==> src/rtl/core_mem_stage_pkg.sv <==
// Shared definitions for the memory stage: instruction formats, opcodes,
// funct3 access widths, FSM state encoding and the alignment check.
package core_mem_stage_pkg;

    typedef enum logic [2:0] {
        FMT_R = 3'd0,
        FMT_I = 3'd1,
        FMT_S = 3'd2,
        FMT_B = 3'd3,
        FMT_U = 3'd4,
        FMT_J = 3'd5
    } fmt_t;

    localparam logic [6:0] OP_LOAD  = 7'b0000011;
    localparam logic [6:0] OP_STORE = 7'b0100011;
    localparam logic [6:0] OP_IMM   = 7'b0010011;
    localparam logic [6:0] OP_IMM32 = 7'b0011011;
    localparam logic [6:0] OP       = 7'b0110011;
    localparam logic [6:0] OP32     = 7'b0111011;
    localparam logic [6:0] OP_JALR  = 7'b1100111;

    // Access width lives in funct3[1:0]; funct3[2] selects zero-extension.
    localparam logic [1:0] F3_B = 2'b00;
    localparam logic [1:0] F3_H = 2'b01;
    localparam logic [1:0] F3_W = 2'b10;
    localparam logic [1:0] F3_D = 2'b11;

    typedef enum logic [1:0] {
        S_IDLE,
        S_REQ,
        S_WAIT_RSP,
        S_WB
    } mem_state_t;

    // Misaligned access or an unused funct3 encoding: either one raises the
    // exception and suppresses the memory access.
    function automatic logic mem_fault(input logic       is_store,
                                       input logic [2:0] f3,
                                       input logic [2:0] lane);
        logic illegal;
        logic misaligned;
        illegal = is_store ? f3[2] : (f3 == 3'b111);
        unique case (f3[1:0])
            F3_B:    misaligned = 1'b0;
            F3_H:    misaligned = lane[0];
            F3_W:    misaligned = |lane[1:0];
            default: misaligned = |lane;
        endcase
        return illegal || misaligned;
    endfunction

    // Only R/I/U/J formats produce a register result.
    function automatic logic fmt_writes_rd(input logic [2:0] fmt);
        return fmt inside {FMT_R, FMT_I, FMT_U, FMT_J};
    endfunction

endpackage

==> src/rtl/core_load_align.sv <==
// Combinational load extraction: shifts the addressed bytes of an aligned
// doubleword down to bit 0 and sign- or zero-extends to 64 bits.
module core_load_align
    import core_mem_stage_pkg::*;
(
    input  logic [63:0] i_rdata,
    input  logic [2:0]  i_lane,
    input  logic [2:0]  i_funct3,
    output logic [63:0] o_data
);

    logic [63:0] w_shifted;
    logic        w_signed;

    // Byte-lane steering followed by width-dependent extension.
    always_comb begin
        w_shifted = i_rdata >> {i_lane, 3'b000};
        w_signed  = !i_funct3[2];
        unique case (i_funct3[1:0])
            F3_B:    o_data = {{56{w_signed & w_shifted[7]}},  w_shifted[7:0]};
            F3_H:    o_data = {{48{w_signed & w_shifted[15]}}, w_shifted[15:0]};
            F3_W:    o_data = {{32{w_signed & w_shifted[31]}}, w_shifted[31:0]};
            default: o_data = w_shifted;
        endcase
    end

endmodule

==> src/rtl/core_mem_stage.sv <==
// Memory stage: classifies the incoming op, issues loads/stores over a
// valid/ready dmem port, aligns load data and emits a one-cycle writeback.
module core_mem_stage
    import core_mem_stage_pkg::*;
#(
    parameter int unsigned DATA_W = 64,
    parameter int unsigned ADDR_W = 64
)
(
    input  logic              clk,
    input  logic              rst_n,
    input  logic              in_valid,
    output logic              in_ready,
    input  logic [6:0]        opcode,
    input  logic [2:0]        funct3,
    input  logic [2:0]        format,
    input  logic [4:0]        rd,
    input  logic [DATA_W-1:0] alu_result,
    input  logic [DATA_W-1:0] store_data,
    output logic              dmem_req_valid,
    input  logic              dmem_req_ready,
    output logic [ADDR_W-1:0] dmem_addr,
    output logic              dmem_we,
    output logic [DATA_W-1:0] dmem_wdata,
    output logic [7:0]        dmem_wstrb,
    input  logic              dmem_rsp_valid,
    input  logic [DATA_W-1:0] dmem_rdata,
    output logic              wb_valid,
    output logic              wb_en,
    output logic [4:0]        wb_rd,
    output logic [DATA_W-1:0] wb_data,
    output logic              misalign_exc,
    output logic [DATA_W-1:0] exc_addr
);

    mem_state_t        r_state;
    mem_state_t        w_next;
    logic              r_is_store;
    logic [2:0]        r_funct3;
    logic [4:0]        r_rd;
    logic [DATA_W-1:0] r_addr;
    logic [DATA_W-1:0] r_store_data;
    logic [DATA_W-1:0] r_wb_data;
    logic              r_wb_en;
    logic              r_exc;

    logic              w_is_load;
    logic              w_is_store;
    logic              w_fault;
    logic              w_accept;
    logic [DATA_W-1:0] w_load_data;
    logic [7:0]        w_strb;

    assign w_is_load  = (opcode == OP_LOAD);
    assign w_is_store = (opcode == OP_STORE);
    assign w_fault    = (w_is_load || w_is_store) && mem_fault(w_is_store, funct3, alu_result[2:0]);
    assign w_accept   = in_valid && in_ready;

    core_load_align u_load_align (
        .i_rdata  (dmem_rdata),
        .i_lane   (r_addr[2:0]),
        .i_funct3 (r_funct3),
        .o_data   (w_load_data)
    );

    // State register.
    always_ff @(posedge clk) begin
        if (!rst_n) r_state <= S_IDLE;
        else        r_state <= w_next;
    end

    // Next-state logic and state-decoded outputs.
    always_comb begin
        w_next   = r_state;
        in_ready = 1'b0;
        unique case (r_state)
            S_IDLE: begin
                in_ready = 1'b1;
                if (w_accept)
                    w_next = ((w_is_load || w_is_store) && !w_fault) ? S_REQ : S_WB;
            end
            S_REQ:      if (dmem_req_ready) w_next = r_is_store ? S_WB : S_WAIT_RSP;
            S_WAIT_RSP: if (dmem_rsp_valid) w_next = S_WB;
            S_WB:       w_next = S_IDLE;
        endcase
    end

    // Instruction capture on accept; load data capture on response.
    always_ff @(posedge clk) begin
        if (!rst_n) begin
            r_is_store   <= 1'b0;
            r_funct3     <= '0;
            r_rd         <= '0;
            r_addr       <= '0;
            r_store_data <= '0;
            r_wb_data    <= '0;
            r_wb_en      <= 1'b0;
            r_exc        <= 1'b0;
        end else if (r_state == S_IDLE && w_accept) begin
            r_is_store   <= w_is_store;
            r_funct3     <= funct3;
            r_rd         <= rd;
            r_addr       <= alu_result;
            r_store_data <= store_data;
            r_wb_data    <= alu_result;
            r_wb_en      <= !(w_is_load || w_is_store) && fmt_writes_rd(format) && (rd != 5'd0);
            r_exc        <= w_fault;
        end else if (r_state == S_WAIT_RSP && dmem_rsp_valid) begin
            r_wb_data    <= w_load_data;
            r_wb_en      <= (r_rd != 5'd0);
        end
    end

    // Store byte strobes from access width and lane offset.
    always_comb begin
        unique case (r_funct3[1:0])
            F3_B:    w_strb = 8'h01 << r_addr[2:0];
            F3_H:    w_strb = 8'h03 << r_addr[2:0];
            F3_W:    w_strb = 8'h0F << r_addr[2:0];
            default: w_strb = 8'hFF;
        endcase
    end

    // Request fields are held from registers, so they stay stable until ready.
    always_comb begin
        dmem_req_valid = (r_state == S_REQ);
        dmem_addr      = '0;
        dmem_we        = 1'b0;
        dmem_wdata     = '0;
        dmem_wstrb     = '0;
        if (r_state == S_REQ) begin
            dmem_addr = {r_addr[ADDR_W-1:3], 3'b000};
            dmem_we   = r_is_store;
            if (r_is_store) begin
                dmem_wdata = r_store_data << {r_addr[2:0], 3'b000};
                dmem_wstrb = w_strb;
            end
        end
    end

    // Writeback record is only visible during the WB cycle.
    always_comb begin
        wb_valid     = (r_state == S_WB);
        wb_en        = 1'b0;
        wb_rd        = '0;
        wb_data      = '0;
        misalign_exc = 1'b0;
        exc_addr     = '0;
        if (r_state == S_WB) begin
            wb_en        = r_wb_en;
            wb_rd        = r_rd;
            wb_data      = r_wb_data;
            misalign_exc = r_exc;
            exc_addr     = r_exc ? r_addr : '0;
        end
    end

endmodule

==> config.mk <==
export PLATFORM = sky130hd
export DESIGN_NAME = core_mem_stage
export DESIGN_NICKNAME = d
export VERILOG_FILES = /design/src/rtl/core_mem_stage_pkg.sv /design/src/rtl/core_load_align.sv /design/src/rtl/core_mem_stage.sv
export SDC_FILE = /design/constraint.sdc
export NUM_CORES = 1
export LEC_CHECK = 0
export ABC_AREA = 1
export CORE_AREA = 2 2 189 191
export DETAILED_ROUTE_END_ITERATION = 6
export DIE_AREA = 0 0 191 193
export PLACE_DENSITY = 0.8
export RECOVER_POWER = 25
export SLEW_MARGIN = 20
export SYNTH_ARGS = -nofsm -noshare
export SYNTH_HDL_FRONTEND = slang
export SYNTH_HIERARCHICAL = 1
export SYNTH_SLANG_ARGS = --single-unit
==> constraint.sdc <==
create_clock -name clk -period 2.2 [get_ports clk]
set_input_delay 0.44 -clock clk [delete_from_list [all_inputs] [get_ports clk]]
set_output_delay 0.44 -clock clk [all_outputs]
set_load 0.01 [all_outputs]
==> metrics.md <==
| Metric | Value |
|---|---|
| Status | `complete, but fails checks` |
| Failing checks | `setup timing` |
| Initial Util | `38.05%` |
| Vias per cell | `5.529` |
| Worst Path Required | `1.76 ns` |
| Port-buffer cells | `484` |
| Clock sinks | `205` |
| DIE AREA | `36,860 µm²` |
| Rows | `between 60 and 70` |
| Initial antenna violation count | `8` |
| Pin count of the biggest net entering global routing | `77` |
| CTS tree | `built` |
| Worst min-delay path class | `input port to flip-flop` |
| Max-Slew Margin vs Limit | `around 63%` |
| FFs w/ async S/R, synth | `0%` |
| Layout cells sized above 1 | `30.44%` |
| Grt ovf | `0` |
| Max-cap violations | `0` |
| Drt first pass iters | `5` |
| Fmax | `approximately 390 MHz` |
| CTS root buf | `clkbuf_16` |
| Syn avg cell area | `5.950 µm²` |
| EDFF count, synth | `0` |
| CTS Buffer Depth | `3` |
| Detail Route Antenna Nets | `0` |
| Worst Setup SP | `r_addr[0]` |
| DP Worst Slack | `-0.2068 ns` |
| Final period util | `116.0%` |
| Max VDD drop | `roughly 900 µV` |
| # H-tree levels | `1` |
| CP Capture Type | `output pin` |
| Synth warn | `6` |
| DRC | `0` |
| First-pass GRT wire length | `92.49 mm` |
| Final nets | `3,046` |
| RR Endpoint | `r_store_data[15]` |
| HP Start | `rst_n` |
| Final Util | `64.99%` |
| RR Startpoint | `r_state[1]` |
| Post-route insts no fill | `3,308` |
| RSZ-0062 raised after global routing | `true` |
| Post-CTS Hold Buffers | `0` |
| Final wirelength | `71.12 mm` |
| TNS Setup | `-35.20 ns` |
| Worst-Skew Late Latency | `0.55 ns` |
| Startpoint types | `flip-flop` |
| Die width | `191 µm` |
| Vert. Die Dim | `193 µm` |
| Max Slew Vio Count | `0` |
| Clk_skew | `0.03137 ns` |
| Yosys top cell area share | `30.84%` |
| Vias post-DR | `18,290` |
| Critical path peak fanout | `6` |
| Final HPWL DP | `about 47 mm` |
| R2R setup slack | `-0.14 ns` |
| Setup ws final | `-0.3527 ns` |
| TritonCTS buffer count | `25` |
| DR WL/cell | `roughly 21 µm` |
| Cell Area, Synth | `13,310 µm²` |
| Global Route Usage Sum | `32.46%` |
| Synthesis-to-layout area growth | `70.78%` |
| Count leader, synth | `nand2_1` |
| Data arrival, critical path | `2.11 ns` |
| CP endpoint | `dmem_wdata[43]` |
| Post-synthesis cell count | `2,236` |
| Clock Pin Slew Worst Setup and Hold Paths | `0.07 ns` |
| I/O pin cnt | `490` |
| Post-synthesis sequential area ratio | `between 30% and 40%` |
| Synth cell count leaders | `655 x nand2_1, 273 x inv_1, 230 x o21ai_0, 226 x nor2_1, 205 x dfxtp_1` |
| Iter 0 DRT Violations | `roughly 1,800` |
| Fin area | `22,720 µm²` |
| Synthesis-stage register bit count | `205` |
| Vias in the first global route | `15,920` |
| Slew @ Worst Pin | `between 0.5 and 0.6 ns` |
| Tmin final | `roughly 2.6 ns` |
| Post-Place Cells | `3,138` |
| Synth top area cells | `dfxtp_1 31%, nand2_1 18%, o21ai_0 8.7%, inv_1 7.7%, nor2_1 6.4%` |
| Placeable Area | `34,960 µm²` |
| PD cells | `987.8 nW/µm²` |
| Synth unique cells | `42` |
| CP Class | `flip-flop to output pin` |
| Top FF cell, synth | `dfxtp_1` |
| Path depth of the worst reg2reg path | `9` |
| Gp weighted congestion | `0.9853` |
| Final Hold Viols | `0` |
| Setup-failing EPs final | `between 200 and 250` |
| P_leak | `0.01145 µW` |
| Area after DPL | `19,100 µm²` |
| Area leader, netlist | `dfxtp_1` |
-- per-stage QoR --
step                      hold WS [ns]  total power (µW)
final                           0.3446             22450
after global routing            0.3365             23460
after CTS                       0.3125             20120
after detailed placement        0.4586             14540
after global placement          0.4518             14360
after floorplan                 0.4390             10960
-- sequential cells by signal (all words and copies together), names as in the netlist --
register and cells:
r_wb_en 1, r_state 2, r_wb_data 64, r_store_data 64
r_exc 1, r_addr 64, r_funct3 3, r_is_store 1
r_rd 5
-- cell families after synthesis --
group | share of synthesized area [%]
simple gates | 31.70
compound gates | 21.74
buf+inv | 14.93
flops | 30.84
fa+ha+maj | 0.7523
other cells | 0.02818
-- worst min-delay path by stage --
stage	end	cells past startpoint	slack, ns
4_1_cts	r_funct3[1]	3	0.31
3_5_place_dp	r_store_data[45]	2	0.46
6_report	r_funct3[2]	3	0.34
2_1_floorplan	r_store_data[45]	2	0.44
5_1_grt	r_funct3[2]	3	0.34
3_3_place_gp	r_store_data[54]	2	0.45
-- worst max-delay path: stages, from the launching register on --
cell and delay, ns:
dfxtp_4 0.40, buf_12 0.16, buf_12 0.14, buf_12 0.12, nand2_4 0.06, o21ai_2 0.05
or2_1 0.27, nand3_1 0.11, nand3_1 0.09, inv_1 0.06, buf_2 0.12
-- metal layers --
layer	global-route usage (%)	part of all wire, %	wire (µm)	vias up
met5	0	0.060	43	-
met4	12.73	5.1	3620	6
met3	6.986	11	7579	216
met2	56.17	47	33390	1171
met1	39.30	37	26490	8568
li1	-	-	-	8330
-- timing repair --
item / CTS / global route
setup endpoints to repair: 329 / 334
resized for setup: 650 / 861
setup buffers: 22 / 77
pin swaps: 36 / 78
gates cloned: 11 / 23
-- report_power, final --
part / leakage (µW) / switching [µW] / internal (µW)
clock network: 0.000441 / 1770 / 2790
registers: 0.00169 / 839 / 4840
logic: 0.00932 / 7260 / 4950
total: 0.0115 / 9870 / 12600
-- cell usage in the layout, fill, tap and decap left out, types with 43 or more instances in the layout --
master	instances
a21oi_1	122
o21ai_2	50
inv_1	240
a31oi_1	65
o21ai_0	187
dfxtp_1	198
clkdlybuf4s50_1	211
buf_4	119
clkbuf_2	53
nand2_2	59
buf_2	94
nor2_1	179
nand2_1	572
buf_6	126
clkbuf_16	43
-- final cells by class --
cell class	instances	area [µm²]
diodes	5	12.51
flip-flops and latches	205	4123
inverters	281	1109
well taps	461	576.8
clock buffers	33	725.7
repair buffers	730	7360
clock inverters	13	176.4
multi-input cells	1579	8630
repair inverters	1	11.26
fillers	3037	12240
Power figures use the tool's default switching activity.
==> variant 1, RTL diff (config.mk and constraints unchanged) <==
The 4 states of `mem_state_t` get a one-hot encoding in 4 bits.
--- a/src/rtl/core_mem_stage_pkg.sv
+++ b/src/rtl/core_mem_stage_pkg.sv
@@ -27,7 +27,7 @@
 
-    typedef enum logic [1:0] {
-        S_IDLE,
-        S_REQ,
-        S_WAIT_RSP,
-        S_WB
+    typedef enum logic [3:0] {
+        S_IDLE     = 4'b0001,
+        S_REQ      = 4'b0010,
+        S_WAIT_RSP = 4'b0100,
+        S_WB       = 4'b1000
     } mem_state_t;
Behaviour: same outputs for any inputs over 4 cycles, from zero or initial values and one cycle with rst_n low; so few cycles prove little.
==> variant 1 against the original RTL <==
The run ends with design-rule violations, negative setup slack left; synthesized cell count fell by 0.22%; synthesized area decreased by 0.50%; fmax down 3.9%; non-clock buffer count increased by 88; largest cell class unchanged; final area is 10% higher; setup slack worse by 0.10 ns; hold slack got worse by 0.0056 ns; highest routed layer unchanged; clock skew shrank 0.0055 ns; wire length increased by 14%; sequential cell count up 2; global-route usage increased by 4.8 points.
Power is not compared: it rests on default switching activity, and its combinational part moved more than twofold at a synthesized area within 25%.
==> variant 1: results (changes against the original RTL) <==
- Slew margin rel.: 0.392 (-0.234)
- Final non-clock buffer share: 0.352 (+0.0278)
- Post-synth ARST share: 0 (unchanged)
- Multi-input combinational area share: 0.386 (+0.00629)
- Num sequential: 207 (+0.98%)
- First-iteration detailed-routing DRC count: 2134 (+21%)
- Final RePlAce weighted congestion: 0.956 (-3.0%)
- Post-synth cell types: 40 (-4.8%)
- CTS root buffer: clkbuf_16
- Post-detail-place hpwl: 49400 µm (+5.0%)
- Final net count: 3123 (+2.5%)
- Comb_multi_in: 1610 (+2.0%)
- Clock network area share: 0.0337 (-0.00597)
- Worst-path clk slew: 0.07 ns (about the same)
- R2R cell count: 8 (-1)
- Critical Path Fanout Max: 57 (+51)
- Post-cts sizing count: 1594 (+150%)
- CTS Buf Count: 24 (-4.0%)
- Gate power share: 0.373
- Area Overhead vs Synth: 89.4%
- Status: complete, but fails checks
- Buffers excl. clock: 818 (+12%)
- Layout cell share with drive strength beyond 1: 0.370 (+0.0659)
- Worst setup margin: -0.457 ns (-0.104 ns)
- Final WL: 81100 µm (+14%)
- Largest net degree at the start of global routing: 79 (+2.6%)
- H-tree levels: 1 (unchanged)
- Signal inverters: 244 (-13%)
- Filler cells: 2646 (-13%)
- Failing checks: design-rule violations, negative setup slack
- DR pass1 iterations: 7 (+2)
- First-pass GRT wire length: 105000 µm (+13%)
- Worst Hold Slack: 0.339 ns (-0.00555 ns)
- Post-CTS setup repair buffer count: 77 (+250%)
- Sink of the worst hold path: r_store_data[9]
- Total track usage: 0.373 (+0.0479)
- Top post-synthesis cells by area: dfxtp_1, nand2_1, nor2_1, a21oi_1, o21ai_0
- Total design power: 0.0140 W
- Post-synthesis sequential area ratio: 0.313 (+0.00457)
- Setup Viol. Count Final: 418 (+74%)
- DRC Markers: 8 (+8)
- Post-route clock skew: 0.0259 ns (-0.00552 ns)
- Vias: 19.4k (+5.8%)
- Initial antenna violation count: 11 (+3)
- Register Area: 4160 µm² (+0.88%)
- Leakage power: 10.2 nW
- Setup TNS Final: -75.25 ns (-40.05 ns)
- Vias in the first global route: 17.6k (+11%)
- Reg2reg start: r_state[0]
- Commonest cells in the synthesized netlist: nand2_1, nor2_1, a21oi_1, inv_1, o21ai_0
- CTS tree: done
- Diode count: 7 (+2)
- Dpl ws: -0.345 ns (-0.138 ns)
- FF-to-FF End: r_wb_data[53]
- Cell Area, Placed: 19600 µm² (+2.4%)
- # clk buffers: 29 (-12%)
## variant 1: cell count changes after synthesis, moves of 13 or more
cell | unedited run | this run
nor2_1 | 226 | 347
a21oi_1 | 137 | 238
nand2_1 | 655 | 561
a31oi_1 | 66 | 3
inv_1 | 273 | 238
o21ai_1 | 54 | 27
o211ai_1 | 28 | 45
buf_2 | 75 | 62
## variant 1: logic make-up after synthesis
group                    synth area share
buffers and inverters               0.138
AND/OR/NAND/NOR                     0.319
flip-flops                          0.313
adder cells (fa/ha/maj)           0.00284
other                            0.000283
AO/OA/AOI/OAI                       0.227
## variant 1: metal layers
layer | track usage | wire (µm)
met5 | 0 | 48
met4 | 0.185 | 6680
met3 | 0.0635 | 8230
met2 | 0.652 | 37500
met1 | 0.441 | 28600
## variant 1: per-stage QoR
| step | utilization | instances |
|---|---|---|
| after floorplan | - | 2233 |
| after global placement | 0.560 | 3199 |
| after detailed placement | 0.560 | 3199 |
| after CTS | 0.647 | 3340 |
| after global routing | 0.717 | 3388 |
| final | 0.717 | 3390 |
## variant 1: worst max-delay path by stage
stage                       end  startpoint  slack [ns]  cells after the start
2_1_floorplan    dmem_wdata[45]   r_addr[1]        0.35                      8
3_3_place_gp     dmem_wdata[38]   r_addr[0]       -0.29                      9
3_5_place_dp     dmem_wdata[46]   r_addr[0]       -0.34                      7
4_1_cts          dmem_wdata[60]   r_addr[0]       -0.34                      7
5_1_grt        r_store_data[12]  r_state[1]       -0.48                      7
6_report          r_wb_data[53]  r_state[0]       -0.46                      8
## variant 1: critical path, stage by stage, from the launching register on
cell	delay [ns]
dfxtp_2	0.35
buf_6	0.13
inv_1	0.09
nor2_2	0.06
nand3_1	0.22
clkbuf_2	0.69
buf_12	0.35
a21oi_2	0.11
nor2_1	0.47
==> variant 2, RTL diff (config.mk and constraints unchanged) <==
Made on the original files. Reset style: asynchronous (`rst_n`), changed in 2 clocked blocks.
--- a/src/rtl/core_mem_stage.sv
+++ b/src/rtl/core_mem_stage.sv
@@ -66,3 +66,3 @@
     // State register.
-    always_ff @(posedge clk) begin
+    always_ff @(posedge clk or negedge rst_n) begin
         if (!rst_n) r_state <= S_IDLE;
@@ -88,3 +88,3 @@
     // Instruction capture on accept; load data capture on response.
-    always_ff @(posedge clk) begin
+    always_ff @(posedge clk or negedge rst_n) begin
         if (!rst_n) begin
Formal check against the unedited RTL: differs if rst_n is asserted again (counterexample within 4 cycles, from zero or initial values and one cycle with rst_n low); with rst_n held inactive, the same outputs for 4 cycles.
==> variant 2 against the original RTL <==
The run still ends with negative setup slack left; synthesized area increased by 5.1%; final cell count is 1.5% higher; global-route usage shrank 0.25 points; sequential cell count unchanged; power up 56%; final area up 4.7%; clock power rose by 5.3%; wire length down 0.30%; setup slack lost 0.16 ns.
==> variant 2: results (changes against the original RTL) <==
- WL met3: 7480 µm (-1.3%)
- Net Switching: 0.0168 W (+70%)
- Layout cell share with drive strength beyond 1: 0.325 (+0.0205)
- Status: complete, but fails checks
- Gate power share: 0.659 (+0.115)
- Met3 usage: 0.0563 (-0.0136)
- Cell Area, Placed: 19900 µm² (+4.4%)
- Filler cells: 2783 (-8.4%)
- M1 GR Usage: 0.417 (+0.0243)
- Post-synth cell types: 36 (-14%)
- Post-synth ARST share: 1.00 (+1.00)
- First-iteration detailed-routing DRC count: 2065 (+17%)
- DR pass1 iterations: 6 (+1)
- Placed Cells: 3144 (+0.19%)
- Initial antenna violation count: 19 (+11)
- Non-Filler Instances: 3357 (+1.5%)
- Syn avg cell area: 6.31 µm² (+6.0%)
- Post-detail-place hpwl: 45700 µm (-2.8%)
- Commonest cells in the synthesized netlist: nand2_1, inv_1, nor2_1
- Worst path max stage delay: 0.52 ns (+0.12 ns)
- Setup TNS Final: -72.36 ns (-37.16 ns)
- Wirelength per Cell: 21.1 µm (-1.8%)
- Vias in the first global route: 16.0k (+0.28%)
- Failing checks: negative setup slack
- Worst setup margin: -0.510 ns (-0.158 ns)
- Hold buffer count at CTS: 1 (+1)
- Metal-1 WL: 26800 µm (+1.2%)
- CTS Buf Count: 26 (+4.0%)
- Slowest CP cell: dfrtp_4
- Post-cts sizing count: 406 (-38%)
- Leakage power: 13.0 nW (+13%)
- Max VDD drop: 0.894 mV (+2.0%)
- CP Data Arrival Time: 2.27 ns (+0.16 ns)
- Slew @ Worst Pin: 1.13 ns (+0.572 ns)
- Setup Viol. Count Final: 288 (+20%)
- Main synth FF type: dfrtp_1
- Largest net degree at the start of global routing: 69 (-10%)
- M2 GR Usage: 0.530 (-0.0319)
variant 2: cell count changes after synthesis, moves of 8 or more:
cell,unedited run,this run
dfrtp_1,0,205
dfxtp_1,205,0
nand2_1,655,842
a21oi_1,137,42
o21ai_0,230,180
o21ai_1,54,21
inv_1,273,290
buf_2,75,62
clkbuf_1,60,49
nor2_1,226,216
o211ai_1,28,36
o21bai_1,0,8
or2_1,9,1
variant 2: worst paths after layout:
kind / start / end / slack (ns) / cells past startpoint
max: r_addr[0] / dmem_wdata[54] / -0.51 / 10
min in group asynchronous: rst_n / r_store_data[46] / 0.62 / 2
min reg2reg: r_store_data[59] / r_store_data[59] / 0.48 / 2
max in group asynchronous: rst_n / r_addr[26] / 0.36 / 3
max reg2reg: r_addr[0] / r_wb_data[26] / -0.09 / 13
min: store_data[39] / r_store_data[39] / 0.42 / 3
variant 2: layout make-up:
cell class / instances / area, µm² / area share
inverter: 298 / 1180 / 0.0495
clock inverter: 14 / 223 / 0.00936
timing repair buffer: 767 / 7630 / 0.321
tap: 461 / 577 / 0.0243
timing repair inverter: 1 / 11.3 / 0.000473
sequential: 205 / 5140 / 0.216
antenna: 12 / 30.0 / 0.00126
multi-input combinational: 1565 / 8260 / 0.347
clock buffer: 34 / 741 / 0.0311
variant 2: stage by stage:
stage / setup WS (ns) / hold slack, ns
finish: -0.510 / 0.423
global route: -0.539 / 0.440
CTS: -0.515 / 0.365
detailed placement: -0.334 / 0.350
global placement: -0.344 / 0.342
floorplan: 0.169 / 0.144
variant 2: cells by family after synthesis:
family,synth area share
other,0.000268
adder cells (fa/ha/maj),0.00716
AO/OA/AOI/OAI,0.143
buffers and inverters,0.139
AND/OR/NAND/NOR,0.344
flip-flops,0.367
